File: src/rtl/jtkcpu_io_ctrl.sv
// Main-CPU I/O page controller for KCPU boards: bank/latch/video registers, sound IRQ hold,
// watchdog (built only when JTKIO_WDOG_EN is defined) and a registered cabinet/DIP read mux.
module jtkcpu_io_ctrl #(
   parameter int BANK_W     = 4,
   parameter int VBANK_W    = 2,
   parameter int SNDIRQ_LEN = 8,
   parameter int WDOG_MAX   = 32
) (
   input  logic               clk,
   input  logic               rst,
   input  logic               cpu_cen,
   input  logic               io_cs,
   input  logic [4:0]         addr,
   input  logic               cpu_we,
   input  logic [7:0]         cpu_dout,
   output logic [7:0]         port_dout,
   output logic [BANK_W-1:0]  bank,
   output logic               work,
   output logic [1:0]         coin_lock,
   output logic [7:0]         snd_latch,
   output logic               snd_irq,
   input  logic               snd_ack,
   output logic [VBANK_W-1:0] video_bank,
   output logic               prio,
   input  logic               vblank,
   output logic               wdog_rst,
   input  logic [1:0]         start_button,
   input  logic [1:0]         coin_input,
   input  logic               service,
   input  logic [6:0]         joystick1,
   input  logic [6:0]         joystick2,
   input  logic [7:0]         dipsw_a,
   input  logic [7:0]         dipsw_b,
   input  logic [3:0]         dipsw_c
);

   localparam logic [7:0] SND_LEN = 8'(SNDIRQ_LEN);

   typedef enum logic [2:0] {
      SLOT_BANK  = 3'd0,
      SLOT_LATCH = 3'd1,
      SLOT_SIRQ  = 3'd2,
      SLOT_WDOG  = 3'd3,
      SLOT_CAB   = 3'd4,
      SLOT_DIP   = 3'd5,
      SLOT_VIDEO = 3'd6,
      SLOT_NONE  = 3'd7
   } slot_e;

   slot_e slot;
   logic  acc, wr, rd;

   assign slot = slot_e'(addr[4:2]);
   assign acc  = io_cs & cpu_cen;
   assign wr   = acc & cpu_we;
   assign rd   = acc & ~cpu_we;

   logic [BANK_W-1:0]  bank_q, bank_d;
   logic               work_q, work_d;
   logic [1:0]         coin_q, coin_d;
   logic [7:0]         latch_q, latch_d;
   logic [VBANK_W-1:0] vb_q, vb_d;
   logic               prio_q, prio_d;
   logic [7:0]         dout_q, dout_d;
   logic [7:0]         rd_mux;
   logic [7:0]         vid_ext;

   // NOTE: every signal written here gets a default first, so no path leaves it unassigned (no latch).
   always_comb begin
      bank_d  = bank_q;
      work_d  = work_q;
      coin_d  = coin_q;
      latch_d = latch_q;
      vb_d    = vb_q;
      prio_d  = prio_q;
      dout_d  = dout_q;
      if (wr) begin
         case (slot)
            SLOT_BANK: begin
               work_d = cpu_dout[5];
               coin_d = cpu_dout[7:6];
               bank_d = cpu_dout[BANK_W-1:0];
            end
            SLOT_LATCH: latch_d = cpu_dout;
            SLOT_VIDEO: {prio_d, vb_d} = cpu_dout[VBANK_W:0];
            default: ;
         endcase
      end

      // Video readback uses the post-write value so a write is visible on the same access
      vid_ext = '0;
      vid_ext[VBANK_W:0] = {prio_d, vb_d};

      case (slot)
         SLOT_CAB: begin
            case (addr[1:0])
               2'd0:    rd_mux = {3'b111, start_button, service, coin_input};
               2'd1:    rd_mux = {2'b11, joystick1[5:0]};
               2'd2:    rd_mux = {2'b11, joystick2[5:0]};
               default: rd_mux = {2'b11, joystick2[6], joystick1[6], dipsw_c};
            endcase
         end
         SLOT_DIP:   rd_mux = addr[0] ? dipsw_b : dipsw_a;
         SLOT_VIDEO: rd_mux = vid_ext;
         default:    rd_mux = 8'hFF;
      endcase

      if (rd || (wr && slot == SLOT_VIDEO)) dout_d = rd_mux;
   end

   // NOTE: sequential state uses non-blocking assignments so all registers update from pre-edge values.
   always_ff @(posedge clk or posedge rst) begin
      if (rst) begin
         bank_q  <= '0;
         work_q  <= 1'b0;
         coin_q  <= 2'b00;
         latch_q <= 8'h00;
         vb_q    <= '0;
         prio_q  <= 1'b0;
         dout_q  <= 8'hFF;
      end else begin
         bank_q  <= bank_d;
         work_q  <= work_d;
         coin_q  <= coin_d;
         latch_q <= latch_d;
         vb_q    <= vb_d;
         prio_q  <= prio_d;
         dout_q  <= dout_d;
      end
   end

   logic       irq_q, irq_d;
   logic [7:0] irq_cnt_q, irq_cnt_d;

   // Priority: retrigger write > acknowledge > cen-driven countdown
   always_comb begin
      irq_d     = irq_q;
      irq_cnt_d = irq_cnt_q;
      if (irq_q && cpu_cen) begin
         irq_cnt_d = irq_cnt_q - 8'd1;
         if (irq_cnt_q <= 8'd1) irq_d = 1'b0;
      end
      if (snd_ack) begin
         irq_d     = 1'b0;
         irq_cnt_d = 8'd0;
      end
      if (wr && slot == SLOT_SIRQ) begin
         irq_d     = 1'b1;
         irq_cnt_d = SND_LEN;
      end
   end

   always_ff @(posedge clk or posedge rst) begin
      if (rst) begin
         irq_q     <= 1'b0;
         irq_cnt_q <= 8'd0;
      end else begin
         irq_q     <= irq_d;
         irq_cnt_q <= irq_cnt_d;
      end
   end

`ifdef JTKIO_WDOG_EN
   localparam logic [7:0] WDOG_LAST = 8'(WDOG_MAX - 1);

   logic       vb_dly_q;
   logic [7:0] wcnt_q, wcnt_d;
   logic       wdog_q, wdog_d;
   logic       vb_rise, kick;

   assign vb_rise = vblank & ~vb_dly_q;
   assign kick    = acc && slot == SLOT_WDOG;

   always_comb begin
      wcnt_d = wcnt_q;
      wdog_d = 1'b0;
      if (kick) begin
         wcnt_d = 8'd0;
      end else if (vb_rise) begin
         if (wcnt_q >= WDOG_LAST) begin
            wcnt_d = 8'd0;
            wdog_d = 1'b1;
         end else begin
            wcnt_d = wcnt_q + 8'd1;
         end
      end
   end

   always_ff @(posedge clk or posedge rst) begin
      if (rst) begin
         vb_dly_q <= 1'b0;
         wcnt_q   <= 8'd0;
         wdog_q   <= 1'b0;
      end else begin
         vb_dly_q <= vblank;
         wcnt_q   <= wcnt_d;
         wdog_q   <= wdog_d;
      end
   end

   assign wdog_rst = wdog_q;
`else
   logic unused_vblank;
   assign unused_vblank = vblank;
   assign wdog_rst      = 1'b0;
`endif

   assign port_dout  = dout_q;
   assign bank       = bank_q;
   assign work       = work_q;
   assign coin_lock  = coin_q;
   assign snd_latch  = latch_q;
   assign snd_irq    = irq_q;
   assign video_bank = vb_q;
   assign prio       = prio_q;

endmodule

File: config.mk
export PLATFORM = sky130hd
export DESIGN_NAME = jtkcpu_io_ctrl
export DESIGN_NICKNAME = d
export VERILOG_FILES = /design/src/rtl/jtkcpu_io_ctrl.sv
export SDC_FILE = /design/constraint.sdc
export NUM_CORES = 1
export LEC_CHECK = 0
export ABC_AREA = 1
export CORE_MARGIN = 4
export CORE_UTILIZATION = 42
export CTS_CLUSTER_SIZE = 20
export DETAILED_ROUTE_END_ITERATION = 7
export GPL_TIMING_DRIVEN = 0
export PLACE_DENSITY = 0.87
export SYNTH_ARGS = -nofsm -noshare
export SYNTH_HDL_FRONTEND = slang
export SYNTH_SLANG_ARGS = --single-unit
File: constraint.sdc
create_clock -name clk -period 1.47 [get_ports clk]
set_input_delay 0.294 -clock clk [delete_from_list [all_inputs] [get_ports clk]]
set_output_delay 0.294 -clock clk [all_outputs]
set_load 0.005 [all_outputs]
Word-level counts from Yosys, hierarchy flattened

Cells that the tools add are included.

Logic and storage cells: 47
Bits of input ports: 59
Output and inout port bits: 28
Bits in registers: 35

Bitwise logic cells: 4
Reduce and logical (&&, ||, !) cells: 11
Mux-type cells: 14
$lt $le $gt $ge: 1
$add $sub $neg: 1
Equality and inequality tests: 7

Operator list:

| operator                                             | count |
|---|---|
| two-way mux 8 bit                                    | 4 |
| one-hot mux 8 bit (3 select lines)                   | 1 |
| one-hot mux 6 bit (3 select lines)                   | 1 |
| equality test 3 bit (second input constant)          | 3 |
| <= comparator 8 x 1 -> 1 bit (second input constant) | 1 |
| subtractor 8 x 1 -> 8 bit (second input constant)    | 1 |
| two-way mux 1 bit                                    | 6 |
| AND reduction 2 bit                                  | 3 |
| nonzero test 3 bit                                   | 2 |
| two-way mux 2 bit                                    | 2 |
| bitwise AND 1 bit                                    | 3 |
| equality test 3 x 1 -> 1 bit (second input constant) | 1 |
| equality test 3 x 2 -> 1 bit (second input constant) | 1 |
| logical AND 1 bit                                    | 3 |
| zero test 3 bit                                      | 1 |
| equality test 2 x 1 -> 1 bit (second input constant) | 1 |
| equality test 2 bit (second input constant)          | 1 |
| zero test 2 bit                                      | 1 |
| logical OR 1 bit                                     | 1 |
| inverter 1 bit                                       | 1 |

Depth between registers and ports, before layout

Word-level depth: 5
Gate-level depth with buffers: 9
Mapped depth without buffers: 9

Worst setup path after synthesis

Ideal clock, no wire load.

Path kind: flip-flop to flip-flop
Start: register irq_cnt_q[0]
End: register irq_cnt_q[6]
Data arrival time: 1.050 ns
Slack: 0.295 ns
Path buffers: 0
Clock period less this slack: 1.175 ns
Library setup time: 0.125 ns
Cell stages (with the launch flop): 8
Data required time: 1.345 ns
Cells stage by stage: dfrtp_1 -> inv_1 -> ha_1 -> nand2_1 -> nor2_1 -> nand2_1 -> nor2_1 -> nor3b_2

Longest elaborated chain between the ends: 4

Ends and longest elaborated chain:

| item                      | line | source |
|---|---|---|
| start, declared           | 133  | `logic [7:0] irq_cnt_q, irq_cnt_d;` |
| start signal, assigned    | 159  | `irq_cnt_q <= irq_cnt_d;` |
| subtractor 8 x 1 -> 8 bit | 140  | `irq_cnt_d = irq_cnt_q - 8'd1;` |
| two-way mux 8 bit         | 139  | `if (irq_q && cpu_cen) begin` |
| two-way mux 8 bit         | 143  | `if (snd_ack) begin` |
| two-way mux 8 bit         | 147  | `if (wr && slot == SLOT_SIRQ) begin` |

No other way between the ends. The select of a mux whose other input is x is not followed.
A chain may end at the register's enable or synchronous reset.

Worst setup path in the final report

Start: register work_q, in the netlist work
End: output work

RTL lines:

| item                   | line | source |
|---|---|---|
| start, declared        | 59   | `logic work_q, work_d;` |
| start signal, assigned | 123  | `work_q <= work_d;` |
| end, declared          | 18   | `output logic work,` |

No word-level cell between the ends.

==> qor.txt <==
PLACED DESIGN
------------------------------------------------------------------------------------
Count of input and output buffers                                                 84
Area after detailed placement                                            0.00289 mm²
Inst Count DP                                                                    416
Dpl ws                                                                     -0.387 ns
Post-detail-place hpwl                                                       4360 µm
Routability cong.                                                              0.828

DRT
------------------------------------------------------------------------------------
Vias                                                                            2133
Number of remaining DRC errors                                                     0
Total iterations of the first detailed-routing run                                 4
DR WL/cell                                                                   13.2 µm
Final WL                                                                     5660 µm
Via/cell ratio                                                                  4.97
Post-detailed-route count of antenna-violating nets                                0
Iteration-0 DRC Markers                                                          116

RUN STATUS
------------------------------------------------------------------------------------
Status                                                                  complete, no violations

FLOORPLANNING
------------------------------------------------------------------------------------
Starting utilization of the core area                                          44.3%
Overall die area                                                         0.00588 mm²
I/O pin count                                                                     87
Horizontal die dimension                                                     76.7 µm
Std-Cell Rows                                                                     24
Overall die height                                                           76.7 µm
Area of the placeable core                                               0.00447 mm²

WORST SETUP PATH
------------------------------------------------------------------------------------
Biggest fanout along the worst timing path                                         2
Worst path bufs/invs                                                               1
Register-to-register setup slack                                             0.17 ns
Sort of element at the start of the critical path                           register
Endpoint arrival time on the critical path                                   1.15 ns
Worst reg-to-reg path cell count                                                   7
List of cells traversed by the critical path                            clkdlybuf4s50_1
Cell with the largest stage delay on the worst path                     clkdlybuf4s50_1
Critical Path Stages                                                               1
Required time of the critical path                                           1.18 ns
R2r endpoint                                                            irq_cnt_q[6]
Critical path class                                                     register to output port
Beginning of the worst register-to-register path                        irq_cnt_q[0]
Delay of the slowest critical-path stage                                     0.51 ns
Element type at the critical path end                                    output port
Crit path max-delay family                                              buffers and inverters

POWER
------------------------------------------------------------------------------------
Internal                                                                     1940 µW
Leakage                                                                   0.00163 µW
Part of the total power dissipated in sequential elements                      44.4%
Combinational share of power                                                   27.8%
Maximum resistive drop on vdd                                               0.632 mV
Clk pwr share                                                                  27.8%
Net switching power                                                           757 µW
Share of total power consumed by net switching                                 28.1%
Power, Total                                                                 2690 µW
Power Dens Cells                                                          868 mW/mm²

STA
------------------------------------------------------------------------------------
Rel. slew slack                                                                49.9%
Worst Setup Slack, final                                                   0.0214 ns
Final Max Tran Viols                                                               0
Highest achievable clock rate                                                690 MHz
Worst setup skew after layout                                             0.00272 ns
Final number of hold-violating endpoints                                           0
Sum of negative setup slack                                                     0 ns
Count of endpoints failing setup in the final report                               0
Final clock period utilization by the worst path                               98.5%
Slew of the pin with the lowest slew margin                                 0.750 ns
Final period demand of the worst path                                        1.45 ns

CLOCK TREE
------------------------------------------------------------------------------------
Root buffer cell                                                            clkbuf_8
Clock tree from TritonCTS                                                      built
Clock Sinks                                                                       35
Max clock buf depth                                                                2
Clock transition at the registers of the reported paths                      0.07 ns
Number of CTS-inserted buffers                                                     5
Number of buffers inserted for hold repair after clock tree synthesis              0
H-tree levels                                                                      2
Source-to-sink clock delay at the later pin of the worst-skew pair           0.29 ns

YOSYS
------------------------------------------------------------------------------------
Register area share after synthesis                                            44.7%
Post-synthesis average cell area                                            7.08 µm²
Count of flip-flops with a built-in enable after synthesis                         0
Combined area of all synthesized cells                                   0.00198 mm²
Flip-flop and latch count after synthesis                                         35
Synthesis Warnings                                                                 0
Nets in the synthesized netlist                                                  341
Post-synth ARST share                                                           100%
Main flop type after synthesis                                               dfrtp_1
Synthesized instance count                                                       280
Yosys cell types                                                                  29

GLOBAL ROUTING
------------------------------------------------------------------------------------
Wire length of the first global-routing pass                                 9080 µm
Remaining Overflow, GRT                                                            0
Tot GR Track Use                                                               18.9%
Maximum number of pins on one net before global-route repair                      36
Number of global-route vias before repair                                       2028
Number of antenna violations at the first check in global routing                  0

JOB
------------------------------------------------------------------------------------
Max_cap viols                                                                      0

FINISH
------------------------------------------------------------------------------------
Final Instance Count excl. Fillers                                               429
Number of antenna repair diodes                                                    0
Share of cells above drive strength 1                                          13.5%
Area growth, synth to finish                                                   56.5%
Post-route standard cell area excluding fillers                          0.00310 mm²
Final net count                                                                  437

WORST HOLD PATH
------------------------------------------------------------------------------------
Worst min-delay path category                                           primary input to asynchronous set/reset pin

synth_stat cells (2+ instances only):
cell	number	share of area (%)
nand2_1	92	17
nor2_1	39	7.4
inv_1	28	5.3
dfrtp_1	27	34
o21ai_1	18	4.5
a21oi_1	13	3.3
nand3_1	12	3.0
dfstp_2	8	11
inv_2	7	1.3
nor3_1	6	1.5
o21ai_0	5	1.3
buf_2	3	0.76
nand4_1	3	0.95
a31oi_1	2	0.63
ha_1	2	1.3
nor2_2	2	0.63
worst max path at each step:
stage | start | end | slack, ns
3_5_place_dp | cpu_cen | snd_latch[6] | -0.39
2_1_floorplan | irq_cnt_q[0] | irq_cnt_q[6] | 0.29
4_1_cts | snd_latch[1] | snd_latch[1] | 0.003
3_3_place_gp | rst | video_bank[1] | -0.35
6_report | work | work | 0.02
5_1_grt | work | work | -0.008
sequential cells by signal, indices dropped and copies added (netlist names):
signal      count
coin_lock       2
video_bank      2
snd_latch       8
snd_irq         1
irq_cnt_q       8
port_dout       8
bank            4
work            1
prio            1
placed cells by master, fill, tap and decap left out, types with 2 or more instances in the layout:
cell type	instances
dfstp_2	8
clkbuf_8	6
dlymetal6s2s_1	16
nor3_1	6
nor2_1	36
inv_2	6
nand3_1	11
clkdlybuf4s50_1	55
a31oi_1	2
ha_1	2
buf_4	7
inv_4	2
nand2_1	89
nand3_4	2
nand2_2	4
dlygate4sd2_1	13
o21ai_1	18
inv_1	27
dfrtp_1	27
nand4_1	3
a21oi_1	13
nor2_2	5
clkinvlp_4	2
o21ai_0	5
metal layers:
metal	vias to the layer above	share of wire [%]	track usage [%]
li1	1079	-	-
met3	5	6.1	5.15
met2	52	52	32.5
met5	-	0	0
met4	0	0.46	4.89
met1	997	42	23.4
metrics by stage:
stage	utilization, %	hold slack [ns]
after floorplan	-	0.427
after global placement	64.5	0.473
after detailed placement	64.5	0.483
after CTS	67.0	0.489
after global routing	69.3	0.522
final	69.3	0.479
power by group through the flow:
stage	clock network, µW	logic (µW)	registers, µW
2_1_floorplan	0	256	1220
6_report	750	748	1200
3_3_place_gp	0	747	1210
4_1_cts	755	734	1200
3_5_place_dp	0	764	1210
5_1_grt	800	834	1210
cell families after synthesis:
logic type | after synthesis | synth area share (%)
AND/OR/NAND/NOR | 161 | 34.8
AO/OA/AOI/OAI | 40 | 10.5
buffers and inverters | 40 | 8.08
flip-flops | 35 | 44.7
adder cells (fa/ha/maj) | 2 | 1.26
XOR/XNOR | 1 | 0.442
other | 1 | 0.189
repair_timing:
action	in CTS	in global routing
setup buffers	0	5
endpoints found under the setup margin	55	41
gates resized for setup	20	24
pin swaps	0	1
area by class of cell:
cell class | instances | area (µm²)
tap | 52 | 65.1
clock inverter | 2 | 16.3
clock buffer | 6 | 82.6
fill | 347 | 1370
sequential | 35 | 886
multi-input combinational | 205 | 972
inverter | 36 | 144
timing repair buffer | 89 | 902
buffer | 4 | 33.8
(Power assumes the default switching activity.)
